`src/rtl/regs_dbg_access_ctrl.sv`:
```
// Debug-port register-file access controller: waits for a halted core with no
// writeback in flight, performs one read or write through the debug port, then returns a response.
module regs_dbg_access_ctrl #(
  parameter int unsigned WAIT_MAX = 255
) (
  input  logic        clk,
  input  logic        rst,
  input  logic        dbg_req_valid_i,
  output logic        dbg_req_ready_o,
  input  logic        dbg_req_we_i,
  input  logic [4:0]  dbg_req_addr_i,
  input  logic [31:0] dbg_req_data_i,
  output logic        dbg_rsp_valid_o,
  input  logic        dbg_rsp_ready_i,
  output logic [31:0] dbg_rsp_data_o,
  output logic        dbg_rsp_err_o,
  input  logic        halted_i,
  input  logic        ex_we_i,
  output logic        rf_we_o,
  output logic [4:0]  rf_addr_o,
  output logic [31:0] rf_wdata_o,
  input  logic [31:0] rf_rdata_i
);

  typedef enum logic [1:0] {
    S_IDLE,
    S_WAIT,
    S_ACCESS,
    S_RESP
  } state_e;

  localparam logic [15:0] LP_TMO = 16'(WAIT_MAX - 1);

  state_e      r_state;
  state_e      w_state_nxt;
  logic        r_we;
  logic [4:0]  r_addr;
  logic [31:0] r_wdata;
  logic [31:0] r_rsp_data;
  logic        r_rsp_err;
  logic [15:0] r_cnt;

  logic        w_accept;
  logic        w_slot;
  logic        w_tmo;
  logic        w_addr_nz;

  assign w_accept  = dbg_req_valid_i & dbg_req_ready_o;
  assign w_slot    = halted_i & ~ex_we_i;
  assign w_tmo     = (r_cnt == LP_TMO);
  assign w_addr_nz = |r_addr;

  always_ff @(posedge clk) begin
    if (rst) r_state <= S_IDLE;
    else     r_state <= w_state_nxt;
  end

  always_comb begin
    w_state_nxt     = r_state;
    dbg_req_ready_o = 1'b0;
    dbg_rsp_valid_o = 1'b0;
    dbg_rsp_data_o  = '0;
    dbg_rsp_err_o   = 1'b0;
    rf_we_o         = 1'b0;
    rf_addr_o       = '0;
    rf_wdata_o      = '0;
    case (r_state)
      S_IDLE: begin
        dbg_req_ready_o = 1'b1;
        if (w_accept) w_state_nxt = S_WAIT;
      end
      S_WAIT: begin
        // a free slot beats a timeout landing on the same cycle
        if (w_slot)     w_state_nxt = S_ACCESS;
        else if (w_tmo) w_state_nxt = S_RESP;
      end
      S_ACCESS: begin
        rf_we_o     = r_we & w_addr_nz;
        w_state_nxt = S_RESP;
      end
      S_RESP: begin
        dbg_rsp_valid_o = 1'b1;
        dbg_rsp_data_o  = r_rsp_data;
        dbg_rsp_err_o   = r_rsp_err;
        if (dbg_rsp_ready_i) w_state_nxt = S_IDLE;
      end
      default: w_state_nxt = S_IDLE;
    endcase
    if (r_state != S_IDLE) begin
      rf_addr_o  = r_addr;
      rf_wdata_o = r_wdata;
    end
    // reset is synchronous, so the outputs are forced quiet while it is held
    if (rst) begin
      dbg_req_ready_o = 1'b0;
      dbg_rsp_valid_o = 1'b0;
      dbg_rsp_data_o  = '0;
      dbg_rsp_err_o   = 1'b0;
      rf_we_o         = 1'b0;
      rf_addr_o       = '0;
      rf_wdata_o      = '0;
    end
  end

  always_ff @(posedge clk) begin
    if (rst) begin
      r_we       <= 1'b0;
      r_addr     <= '0;
      r_wdata    <= '0;
      r_rsp_data <= '0;
      r_rsp_err  <= 1'b0;
      r_cnt      <= '0;
    end else begin
      case (r_state)
        S_IDLE: begin
          if (w_accept) begin
            r_we       <= dbg_req_we_i;
            r_addr     <= dbg_req_addr_i;
            r_wdata    <= dbg_req_data_i;
            r_rsp_data <= '0;
            r_rsp_err  <= 1'b0;
            r_cnt      <= '0;
          end
        end
        S_WAIT: begin
          if (!w_slot) begin
            if (w_tmo) begin
              r_rsp_err  <= 1'b1;
              r_rsp_data <= '0;
            end else begin
              r_cnt <= r_cnt + 16'd1;
            end
          end
        end
        S_ACCESS: begin
          // x0 reads as zero whatever the register file returns
          r_rsp_data <= (!r_we && w_addr_nz) ? rf_rdata_i : 32'd0;
          r_rsp_err  <= 1'b0;
        end
        default: ;
      endcase
    end
  end

endmodule

```
`config.mk`:
```
export PLATFORM = sky130hd
export DESIGN_NAME = regs_dbg_access_ctrl
export DESIGN_NICKNAME = d
export VERILOG_FILES = /design/src/rtl/regs_dbg_access_ctrl.sv
export SDC_FILE = /design/constraint.sdc
export NUM_CORES = 1
export LEC_CHECK = 0
export CAP_MARGIN = 20
export CORE_MARGIN = 2
export CORE_UTILIZATION = 45
export DETAILED_ROUTE_END_ITERATION = 12
export PLACE_DENSITY = 0.81
export REMOVE_ABC_BUFFERS = 1
export SETUP_SLACK_MARGIN = 0.05
export SLEW_MARGIN = 10
export SYNTH_ARGS = -nofsm -noshare
export SYNTH_HDL_FRONTEND = slang
export SYNTH_SLANG_ARGS = --single-unit
```
`constraint.sdc`:
```
create_clock -name clk -period 2.4 [get_ports clk]
set_input_delay 0.24 -clock clk [delete_from_list [all_inputs] [get_ports clk]]
set_output_delay 0.24 -clock clk [all_outputs]
set_load 0.05 [all_outputs]
```
==> metrics <==
die area=a little over 10000 µm²; Post-CTS Setup Bufs=0; Pwr Density=between 600 and 700 nW/µm²; vias per cell=between 5 and 6; CTS Buf Count=9; Worst R2R Start=r_state[1]; Starting Density=46.4%; crit-path max FO=9; Finished Layout Cells=about 800; Req. time, crit path=2.68 ns; r2r worst-path depth=7; worst skew pair latency=0.35 ns; crit path from=r_state[1]; Ys Warns=0; CTS Hold Bufs=0; worst hold slack=between 0.4 and 0.5 ns; Peak VDD IR=0.350 mV; CTS tree=done; reg2reg setup slack=0.21 ns; All-Layer GR Usage=24.4%; io pins=149; Slew Limit Headroom=69.6%; Crit Path Category=flip-flop to flip-flop; Async SR Flop Fraction=0%; Top FF cell, synth=dfxtp_1; Synth top area share=41.4%; Root Buffer=clkbuf_8; Worst-path clk slew=0.09 ns; # clock sinks=about 90; Fin Setup TNS=0 ns; dominant cell type by area after synthesis=dfxtp_1; drc violations=0; vias in the first global route=roughly 4200; layout cells sized above 1=between 15 and 20%; Crit Reg-Reg Endpoint=r_cnt[15]; Storage cell area=1780 µm²; final setup fails=0; FILL cells=approximately 670; die width=between 100 and 150 µm; gp weighted congestion=0.852; status=finished clean; most numerous cell in the Yosys netlist=nand2_1; Synth Register Bits=89; DP Cell Count=802; Core ar.=approximately 9300 µm²; antenna violations before repair=0; pin count of the biggest net entering global routing=40; Post-synth EDFFs=0; RSZ-0062 raised after global routing=false; Unique masters post-synth=47; total leakage power=0.00286 µW; skew final=0.0160 ns; crit start category=flip-flop; Slew Viols, Final=0; Final Critical Period=between 2 and 2.5 ns; global route overflow=0; area of the mapped netlist=4310 µm²; register area share after synthesis=41.4%; CP endpoint kind=flip-flop; Max Freq=approximately 0.46 GHz; ranking of synthesized cells by instance count=nand2_1, dfxtp_1, and2_1; global-route wire length before repair=20.0 mm; # nets final=768; DIE HEIGHT=roughly 100 µm; end of the critical path=r_cnt[15]; DRT iter0 DRCs=170; dpl hpwl=9.05 mm; via count=approximately 4200; area delta synth->final=60.6%; syn avg cell area=7.90 µm²; H-tree depth=3; multi-input logic area=2360 µm²; placed cell area=6650 µm²; 1st-pass router iterations=5; cell area after layout=6920 µm²; drt total wl=about 13 mm; worst min-delay path category=input pin to flip-flop; PortBufs=148; Final Cycle Share=around nine tenths; # diodes=0; Worst Path Arrival=2.47 ns; max cap viols=0; Mapped Cells=545; Clock Tree Buf Depth=2; Slew @ Worst Pin=0.453 ns; largest cells by area after synthesis=dfxtp_1, nand2_1, and2_1; Cell Rows=35; WL per Instance=~15 µm; final antenna-violating net count=0; Hold Violations, Final=0
[where the power goes]
part | internal [µW] | switching, µW | total (µW) | leakage [µW]
clock | 640 | 533 | 1170 | 0.000112
sequential | 1650 | 98.0 | 1750 | 0.000724
combinational | 786 | 1030 | 1810 | 0.00203
[sequential cells by signal, indices dropped and copies added (netlist names)]
signal      cells
r_state         2
r_rsp_data     32
r_we            1
r_addr          5
r_wdata        32
r_cnt          16
r_rsp_err       1
[timing repair]
item	4_1_cts	5_1_grt
setup endpoints to repair	0	40
gates resized for setup	0	6
endpoints found under the hold margin	0	0
[cell families (layout without fill, tap and decap cells)]
group	after synthesis	count (layout)	synth area share, %
AOI/OAI and AO/OA	40	40	5.55
xor gates and xnor gates	1	1	0.203
adders and majority gates	7	7	2.03
buffers and inverters	43	187	4.59
DFF	89	89	41.4
muxes	35	35	8.13
and+or+nand+nor	330	330	38.1
[routing by layer]
layer / vias up / global-route usage [%] / part of all wire (%)
li1: 2076 / - / -
met1: 2008 / 29.3 / 40
met2: 118 / 41.9 / 51
met3: 22 / 5.47 / 6.0
met4: 0 / 10.5 / 2.6
met5: - / 0 / 0
[stage by stage]
step	utilization [%]	total power (µW)	worst slack (ns)
2_1_floorplan	-	2780	-0.502
3_3_place_gp	71.6	3480	0.0443
3_5_place_dp	71.6	3530	-0.0753
4_1_cts	74.0	4690	0.0516
5_1_grt	74.5	4980	0.0938
6_report	74.5	4730	0.208
[worst min path at each step]
stage / end / slack, ns / startpoint / cells after the start
after floorplan: r_cnt[10] / 0.31 / rst / 1
after CTS: r_wdata[30] / 0.40 / dbg_req_data_i[30] / 3
after global routing: r_wdata[1] / 0.41 / dbg_req_data_i[1] / 3
after global placement: r_wdata[1] / 0.44 / r_wdata[1] / 2
after detailed placement: r_wdata[27] / 0.44 / r_wdata[27] / 2
final: r_wdata[30] / 0.42 / dbg_req_data_i[30] / 3
[critical path: stages (launching register included)]
cell and delay, ns:
dfxtp_2 0.38, inv_1 0.07, ha_1 0.27, and3b_1 0.26, a211oi_4 0.31, o21ai_1 0.15, or4_1 0.53, a21oi_1 0.16
[cells in the final DEF (no fill, tap or decap), types with 11 or more instances in the layout]
| master | instances |
|---|---|
| nand2_1 | 156 |
| dfxtp_1 | 87 |
| clkdlybuf4s50_1 | 75 |
| buf_12 | 74 |
| and2_1 | 70 |
| nand3_1 | 44 |
| mux2i_1 | 35 |
| buf_4 | 15 |
| a21oi_1 | 14 |
| nor2_1 | 13 |
| a31oi_1 | 11 |
| clkbuf_8 | 11 |
[area by class of cell]
type / instances / area share, %
Tap cell: 129 / 2.33
Timing Repair Buffer: 165 / 34.1
Sequential cell: 89 / 25.8
Multi-Input combinational cell: 413 / 34.1
Inverter: 7 / 0.380
Clock buffer: 11 / 2.19
Clock inverter: 4 / 1.10
Note: power is estimated with default switching activity, not from simulation.
